--- src/rtl/register_file_mp.sv ---
// register_file_mp: NR combinational read ports, one write port, per-register pending scoreboard.
// Optional REGFILE_BYPASS_EN forwards a same-cycle write to matching read ports.
module register_file_mp #(
  parameter int D = 5,
  parameter int W = 32,
  parameter int NR = 2,
  parameter int ZERO_REG = 1
) (
  input  logic            clk,
  input  logic            rst_n,
  input  logic            write_enable,
  input  logic [D-1:0]    address_w,
  input  logic [W-1:0]    write_data,
  input  logic            reserve_enable,
  input  logic [D-1:0]    address_rsv,
  input  logic [NR*D-1:0] address_r,
  output logic [NR*W-1:0] read_data,
  output logic [NR-1:0]   read_pending,
  output logic            err_unreserved
);
  localparam int N = 1 << D;
  logic [W-1:0] regs [N];
  logic [N-1:0] pend;
  logic err, we, rsv;
  assign we = write_enable && !(ZERO_REG != 0 && address_w == '0);
  assign rsv = reserve_enable && !(ZERO_REG != 0 && address_rsv == '0);
  assign err_unreserved = err;
  // reserve is assigned last so it wins over a same-address write clear
  always_ff @(posedge clk or negedge rst_n)
    if (!rst_n) begin
      for (int i = 0; i < N; i++) regs[i] <= '0;
      pend <= '0;
      err <= 1'b0;
    end else begin
      if (we) begin
        regs[address_w] <= write_data;
        pend[address_w] <= 1'b0;
        err <= err | ~pend[address_w];
      end
      if (rsv) pend[address_rsv] <= 1'b1;
    end
  for (genvar g = 0; g < NR; g++) begin : rd
    logic [D-1:0] a;
    logic z;
    assign a = address_r[g*D +: D];
    assign z = ZERO_REG != 0 && a == '0;
`ifdef REGFILE_BYPASS_EN
    logic byp;
    assign byp = we && address_w == a;
    assign read_data[g*W +: W] = z ? '0 : byp ? write_data : regs[a];
    assign read_pending[g] = !z && (byp ? rsv && address_rsv == a : pend[a]);
`else
    assign read_data[g*W +: W] = z ? '0 : regs[a];
    assign read_pending[g] = !z && pend[a];
`endif
  end
endmodule

--- config.mk ---
export PLATFORM = sky130hd
export DESIGN_NAME = register_file_mp
export DESIGN_NICKNAME = d
export VERILOG_FILES = /design/src/rtl/register_file_mp.sv
export SDC_FILE = /design/constraint.sdc
export NUM_CORES = 2
export LEC_CHECK = 0
export ABC_AREA = 1
export CORE_AREA = 5 5 352 354
export DETAILED_ROUTE_END_ITERATION = 8
export DIE_AREA = 0 0 357 359
export DONT_BUFFER_PORTS = 1
export PLACE_DENSITY = 0.66
export SYNTH_ARGS = -nofsm -noshare
export SYNTH_HDL_FRONTEND = slang
export SYNTH_SLANG_ARGS = --single-unit
--- constraint.sdc ---
create_clock -name clk -period 3.5 [get_ports clk]
set_input_delay 0.875 -clock clk [delete_from_list [all_inputs] [get_ports clk]]
set_output_delay 0.875 -clock clk [all_outputs]
set_load 0.02 [all_outputs]
# Word level (Yosys, flattened, before mapping)
# Cells that the tools add are included.
word_totals:
  reg_bits: 1057
  inputBits: 56
classes:
  order_cmp: 10
  mux: 23
  n_bitwise: 8
  n_reduce_logical: 15
ops:
  columns: ["cell", "n"]
  rows:
  - ["$bwmux W1024", 1]
  - ["$bmux W32 S5", 2]
  - ["$mux W32", 9]
  - ["$demux W32 S5", 1]
  - ["$and A32 B32 Y32", 1]
  - ["$not A32 Y32", 1]
  - ["$or A32 B32 Y32", 1]
  - ["$lt A5 B6 Y1 const B", 4]
  - ["$logic_not A5 Y1", 4]
  - ["$ge A6 B6 Y1 const B", 3]
  - ["$not A5 Y6", 3]
  - ["$bmux W1 S5", 3]
  - ["$demux W1 S5", 2]
  - ["$ge A5 B1 Y1 const B", 2]
  - ["$logic_and A1 B1 Y1", 7]
  - ["$lt A6 B1 Y1 const B", 1]
  - ["$mux W1", 5]
  - ["$logic_not A1 Y1", 4]
  - ["$not A1 Y1", 1]
  - ["$or A1 B1 Y1", 1]

# Longest topological paths before layout
depth:
  ltp_word: 9
  mapped_depth: 13
  mapped_depth_nobuf: 10

# Worst setup path after synthesis
# OpenSTA, ideal clock, no wires.
synth_path:
  path_type: "input to output"
  start: "input port address_r[6]"
  end: "output port read_data[53]"
  t_arrival_ns: 2.276
  path_slack_ns: 0.349
  path_stages: 10
  path_buffers: 3
  path_cell_list: "buf_2 inv_2 buf_2 clkbuf_1 o21ai_0 o21ai_0 nand2_1 nand3_1 nor2_1 nor2_1"
synth_via:
  elab_chain_cells: 5
  word_cells_on_any_way: 6
  classes_between: "mux (4); bitwise (1); reduce/logical (1)"
synth_rtl:
  columns: ["item", "line_no", "text"]
  rows:
  - ["start: declaration", "16", "input logic [NR*D-1:0] address_r,"]
  - ["$not A5 Y6 (implied by the code)", "53", "assign read_data[g*W +: W] = z ? '0 : regs[a];"]
  - ["$bmux W32 S5", "53", null]
  - ["$mux W32 (implied by the code) (2 in a row)", "53", null]
  - ["$mux W32 (*)", "53", null]
  - ["end: declaration", "17", "output logic [NR*W-1:0] read_data,"]
# Mark *: on every way between the ends. The rest lies on a longest branch, timed or not. The select of a mux whose other input is x is not followed.

# Worst setup path in the final report
layout_path:
  start: "input port address_r[5]"
  end: "output port read_data[61]"
# Same word-level chain as after synthesis.

==> flow_metrics.env <==
export IMPL_status="finished with violations"
export IMPL_violations="slew limit, setup timing"
export IMPL_ys_warn_count=0
export IMPL_place_gp_congestion=0.930
export IMPL_layout_worst_path_cycle_share_pct=129
export IMPL_setup_violations=66
export IMPL_maxCapViolCount=0
export IMPL_p_seq_share_pct=44.5
export IMPL_p_comb_share_pct=20.9
export IMPL_dieWidth_microns=357
export IMPL_setup_ws_ns=-1.02
export IMPL_avgRoutedWirePerCell_microns=24.2
export IMPL_drt_total_wl_microns=246000
export IMPL_clk_pin_slew_ns=0.06
export IMPL_htreeDepth=3
export IMPL_drv_slew=488
export IMPL_yosys_top_cells_area="dfrtp_1 (44%), nand2_1 (18%), nand3_1 (8.7%), o21ai_0 (8.2%), nor2_1 (5.1%)"
export IMPL_vias=61623
export IMPL_cts_sinks=1057
export IMPL_power_switching_w=0.0120
export IMPL_finalClockSkew_ns=0.0152
export IMPL_cts_root_buffer="clkbuf_16"
export IMPL_netlist_area_leader_share_pct=44.2
export IMPL_setup_tns_ns=-57.56
export IMPL_grt_usage_pct=37.4
export IMPL_hold_class="in -> reg"
export IMPL_cp_arrival_ns=3.64
export IMPL_crit_required_ns=2.62
export IMPL_area_growth_pct=12.3
export IMPL_hold_depth=2
export IMPL_grt_max_degree=831
export IMPL_sw_frac_of_total_pct=31.9
export IMPL_core_area_sq_um=121000
export IMPL_p_leak_nw=31.6
export IMPL_n_antenna_cell=0
export IMPL_fillers=11640
export IMPL_fmax_mhz=221
export IMPL_period_needed_ns=4.52
export IMPL_grt_pass1_vias=57568
export IMPL_rows=128
export IMPL_netlist_instances=8776
export IMPL_grt_pass1_wl_microns=366000
export IMPL_drt_pass1_iter_count=7
export IMPL_ir_drop_v=0.000484
export IMPL_synth_cell_types=24
export IMPL_critPathMaxFanout=830
export IMPL_drc=0
export IMPL_drive_above_1_share_pct=7.13
export IMPL_drt_iter0_drc=9773
export IMPL_cts_tree="yes"
export IMPL_synth_top_area_cell="dfrtp_1"
export IMPL_dpl_hpwl_microns=133000
export IMPL_worst_setup_path_end_kind="primary output"
export IMPL_start_kind="input port"
export IMPL_cts_buffer_depth=3
export IMPL_slew_headroom_pct=-35.5
export IMPL_antenna_found_initial=5
export IMPL_critPathKind="in -> out"
export IMPL_ant_nets=0
export IMPL_grt_ovfl_total=0
export IMPL_worstMarginPinSlew_ns=2.03
export IMPL_start_util_pct=49.5
export IMPL_clk_latency_ns=0.74
export IMPL_synth_area_sq_um=59800
export IMPL_synth_seq_area_share_pct=44.2
export IMPL_ys_seq_elements=1057
export IMPL_fin_util_pct=55.6
export IMPL_rsz0062_at_grt="true"
export IMPL_postPlaceCellArea_sq_um=62500
export IMPL_power_density_nw_per_um2=559
export IMPL_nets=8501
export IMPL_intPower_w=0.0256
export IMPL_avgSynthCellArea_sq_um=6.82
export IMPL_hold_viol=0
export IMPL_r2r_cells=9
export IMPL_dieArea_sq_um=128000
export IMPL_cts_inserted_buffers=118
export IMPL_ios=123
export IMPL_die_y_microns=359
export IMPL_io_buffers=0
export IMPL_stdcell_area_sq_um=67200
export IMPL_power_frac_clock_pct=34.6
export IMPL_via_per_inst=6.06
export IMPL_synth_fp_nets=8832
## critical path, stage by stage
cell and delay [ns]:
a21oi_2 0.57, o21ai_0 0.23, nand3_1 0.17, nand2_1 0.06, nor2_1 0.11, nor2_1 0.06
nor2_1 0.19, buf_4 0.23, buf_4 0.17
## logic make-up (layout without fill, tap and decap cells)
group                  after synthesis  after routing  share of synthesized area, %
flip-flops                        1057           1057                          44.2
AO/OA/AOI/OAI                     1722           1722                          15.2
buffers and inverters             1316           1082                          8.87
AND/OR/NAND/NOR                   4681           4681                          31.7
## flip-flops by register name (all words and copies together) (netlist names)
| name | count |
|---|---|
| regs | 1024 |
| err_unreserved | 1 |
| pend | 32 |
## cells in the final DEF, fill, tap and decap left out, drive strengths merged
cell and count:
nand3 1046, o211ai 185, a21oi 518, o21ai 999, clkinv 27, inv 544
o31ai 2, buf 310, o22ai 16, bufinv 7, o32ai 1, nor3 14
nand4 4, dfrtp 1057, nor2 818, nand2 2799, o21bai 1, clkbuf 193
dlygate4sd3 1
## routing by layer
layer	share of wire, %	track usage, %
met5	0.0053	0
met4	5.2	16.6
met3	15	11.6
met2	42	54.5
met1	39	51.4
## power by group through the flow
stage	registers, W	clock network (W)	logic (W)
after floorplan	0.0164	0	0.00576
after global placement	0.0167	0	0.00734
after detailed placement	0.0168	0	0.00754
after CTS	0.0166	0.0131	0.00760
after global routing	0.0170	0.0136	0.00891
final	0.0167	0.0130	0.00783
## through the flow
step / setup WS, ns / instances / hold WS (ns) / total power [W]
after global placement: -0.203 / 9938 / 0.382 / 0.0241
final: -1.02 / 10167 / 0.238 / 0.0376
after global routing: -0.342 / 10167 / 0.212 / 0.0395
after floorplan: 0.349 / 8776 / 0.445 / 0.0221
after CTS: 0.00157 / 10157 / 0.201 / 0.0373
after detailed placement: -0.205 / 9938 / 0.387 / 0.0244
## Yosys cell counts (all sizes together)
| library cell | number |
|---|---|
| nand2 | 2799 |
| dfrtp | 1057 |
| nand3 | 1046 |
| o21ai | 999 |
| nor2 | 818 |
| inv | 543 |
| a21oi | 518 |
| clkbuf | 401 |
| buf | 366 |
| o211ai | 185 |
| o22ai | 16 |
| nor3 | 14 |
| clkinv | 6 |
| nand4 | 4 |
| o31ai | 2 |
| o21bai | 1 |
| o32ai | 1 |
## repair_timing
action	4_1_cts	5_1_grt
pin swaps	0	7
endpoints found under the hold margin	16	0
gates resized for setup	12	137
setup endpoints to repair	8	45
buffers inserted	0	5
cloned	1	5
hold buffers	1	0
## area by class of cell
type	instances	area, sq um	share of cell area, %
Inverter	549	2150	3.19
Tap cell	1625	2030	3.03
Clock buffer	188	3630	5.40
Timing Repair Buffer	316	4120	6.13
Sequential cell	1057	26500	39.4
Multi-Input combinational cell	6403	28400	42.3
Clock inverter	29	379	0.564
## path summary, 6_finish.rpt
check / start / endpoint / slack, ns
max reg2reg: pend[19] / err_unreserved / 2.26
max in group asynchronous: rst_n / regs[727] / 1.78
min reg2reg: regs[1023] / regs[1023] / 0.40
min in group asynchronous: rst_n / regs[796] / 0.64
min: write_data[12] / regs[204] / 0.24
max: address_r[5] / read_data[61] / -1.02
(Power assumes the default switching activity.)
==> patch, RTL diff (same settings) <==
Register the output `err_unreserved` once more; this adds one clock of latency there. The other outputs are not delayed to match.
--- a/src/rtl/register_file_mp.sv
+++ b/src/rtl/register_file_mp.sv
@@ -25,5 +25,7 @@
   assign we = write_enable && !(ZERO_REG != 0 && address_w == '0);
   assign rsv = reserve_enable && !(ZERO_REG != 0 && address_rsv == '0);
-  assign err_unreserved = err;
+  always_ff @(posedge clk) begin
+      err_unreserved <= err;
+  end
   // reserve is assigned last so it wins over a same-address write clear
   always_ff @(posedge clk or negedge rst_n)
Function: not settled (the Yosys comparison gave no result); the edit may change what the design does.
==> patch against the original RTL <==
- sequential share of layout area down 0.45 points
- total power up 1.2%
- the flow still finishes with violations (max-slew violations, negative setup slack)
- final area up 1.2%
- routed wire length up 1.2%
- critical path type unchanged
- worst setup slack better by 0.46 ns
- largest cell class unchanged
- non-clock buffer count up 24
- area after synthesis about the same
- sequential cell count up 1
- sequential power about the same
- final cell count up 0.36%
==> patch: results (changes against the original RTL) <==
Yosys
  – Sequential area share after synthesis: 44.2% (about the same)
  – Syn_nets: 8833 (+0.011%)
  – Post-synth cell types: 25 (+4.2%)
  – Ranking of synthesized cells by area: dfrtp_1 44%, nand2_1 18%, nand3_1 8.7%, o21ai_0 8.2%, nor2_1 5.1%
  – Synth async-reset ratio: 99.9% (about the same)

Detailed routing
  – Drt initial violations: 9401 (-3.8%)
  – Via Count: 61934 (+0.50%)

STA
  – Rel. slew slack: -16.2% (+19 points)
  – Setup ws final: -0.559 ns (+0.460 ns)
  – Final slew viol count: 179 (-63%)
  – Final setup viols: 66 (unchanged)

Placed design
  – Post-DP HPWL: 131 mm (-1.2%)
  – Pre-CTS setup slack: -0.701 ns (-0.495 ns)
  – Gpl congestion: 0.900 (-3.2%)

Run status
  – Failing checks: max-slew violations, negative setup slack
  – Run status: finished, violations left

Global route
  – GRT Total Usage: 37.3% (-0.15 points)
  – Met2 Use GR: 54.5% (about the same)
  – Global-route wire length before repair: 364 mm (-0.65%)

Setup path
  – Worst r2r src: pend[26]
  – R2r worst-path depth: 7 (-2)
  – Crit-path slowest cell: o21ai_0
  – Setup crit end: read_data[29]
  – Crit Path Max Fanout: 588 (-29%)

Cells and area
  – Share of cells above drive strength 1: 8.16% (+1.0 points)
patch: changes by cell type after synthesis, sizes merged:
cell,before,now
dfxtp,0,1
patch: worst min-delay path by stage:
stage | start | to | cells past startpoint
5_1_grt | write_data[11] | regs[267] | 2
3_5_place_dp | regs[1021] | regs[1021] | 0
3_3_place_gp | regs[1010] | regs[1010] | 0
6_report | write_data[15] | regs[687] | 2
2_1_floorplan | err | err_unreserved | 0
4_1_cts | write_data[11] | regs[203] | 2
patch: logic make-up after synthesis:
family	count (synthesis)	share of synthesized area, %
simple gates	4681	31.7
compound gates	1722	15.2
buf+inv	1316	8.87
flops	1058	44.2
patch: cell type report:
class / instances / share of cell area (%)
multi-input cells: 6403 / 42.2
inverters: 549 / 3.17
clock buffers: 174 / 5.11
well taps: 1625 / 2.99
clock inverters: 49 / 0.874
diodes: 4 / 0.0147
repair inverters: 2 / 0.0607
flip-flops and latches: 1058 / 38.9
repair buffers: 340 / 6.66
patch: through the flow:
stage	util (%)	setup TNS (ns)	instance area (µm²)	cells	hold slack (ns)
3_3_place_gp	51.6	-7.75	62300	9930	0.387
2_1_floorplan	-	0	59900	8777	0.347
5_1_grt	56.3	-7.59	68000	10200	0.259
6_report	56.3	-25.66	68000	10204	0.258
4_1_cts	55.3	-0.0290	66800	10171	0.228
3_5_place_dp	51.6	-5.16	62300	9931	0.388
patch: repair_timing:
action | CTS | global route
setup endpoints to repair | 36 | 46
pin swaps | 8 | 48
hold buffers | 1 | 0
resized for setup | 58 | 189
endpoints found under the hold margin | 29 | 0
setup buffers | 11 | 16
gates cloned | 5 | 17
patch: per-layer routing:
metal	part of all wire (%)	up-vias	routed length [µm]
met5	0.011	-	27
met4	5.6	4	14000
met3	14	786	34700
met2	42	4195	104000
met1	39	29248	96700
li1	-	27701	-
patch: power breakdown:
group / internal, mW / total (mW) / switching (mW) / leakage [nW]
Clock: 7.80 / 13.3 / 5.50 / 2.02
Sequential: 14.9 / 16.7 / 1.82 / 12.7
Combinational: 3.15 / 7.95 / 4.80 / 17.2
Total: 25.9 / 38.0 / 12.1 / 31.9
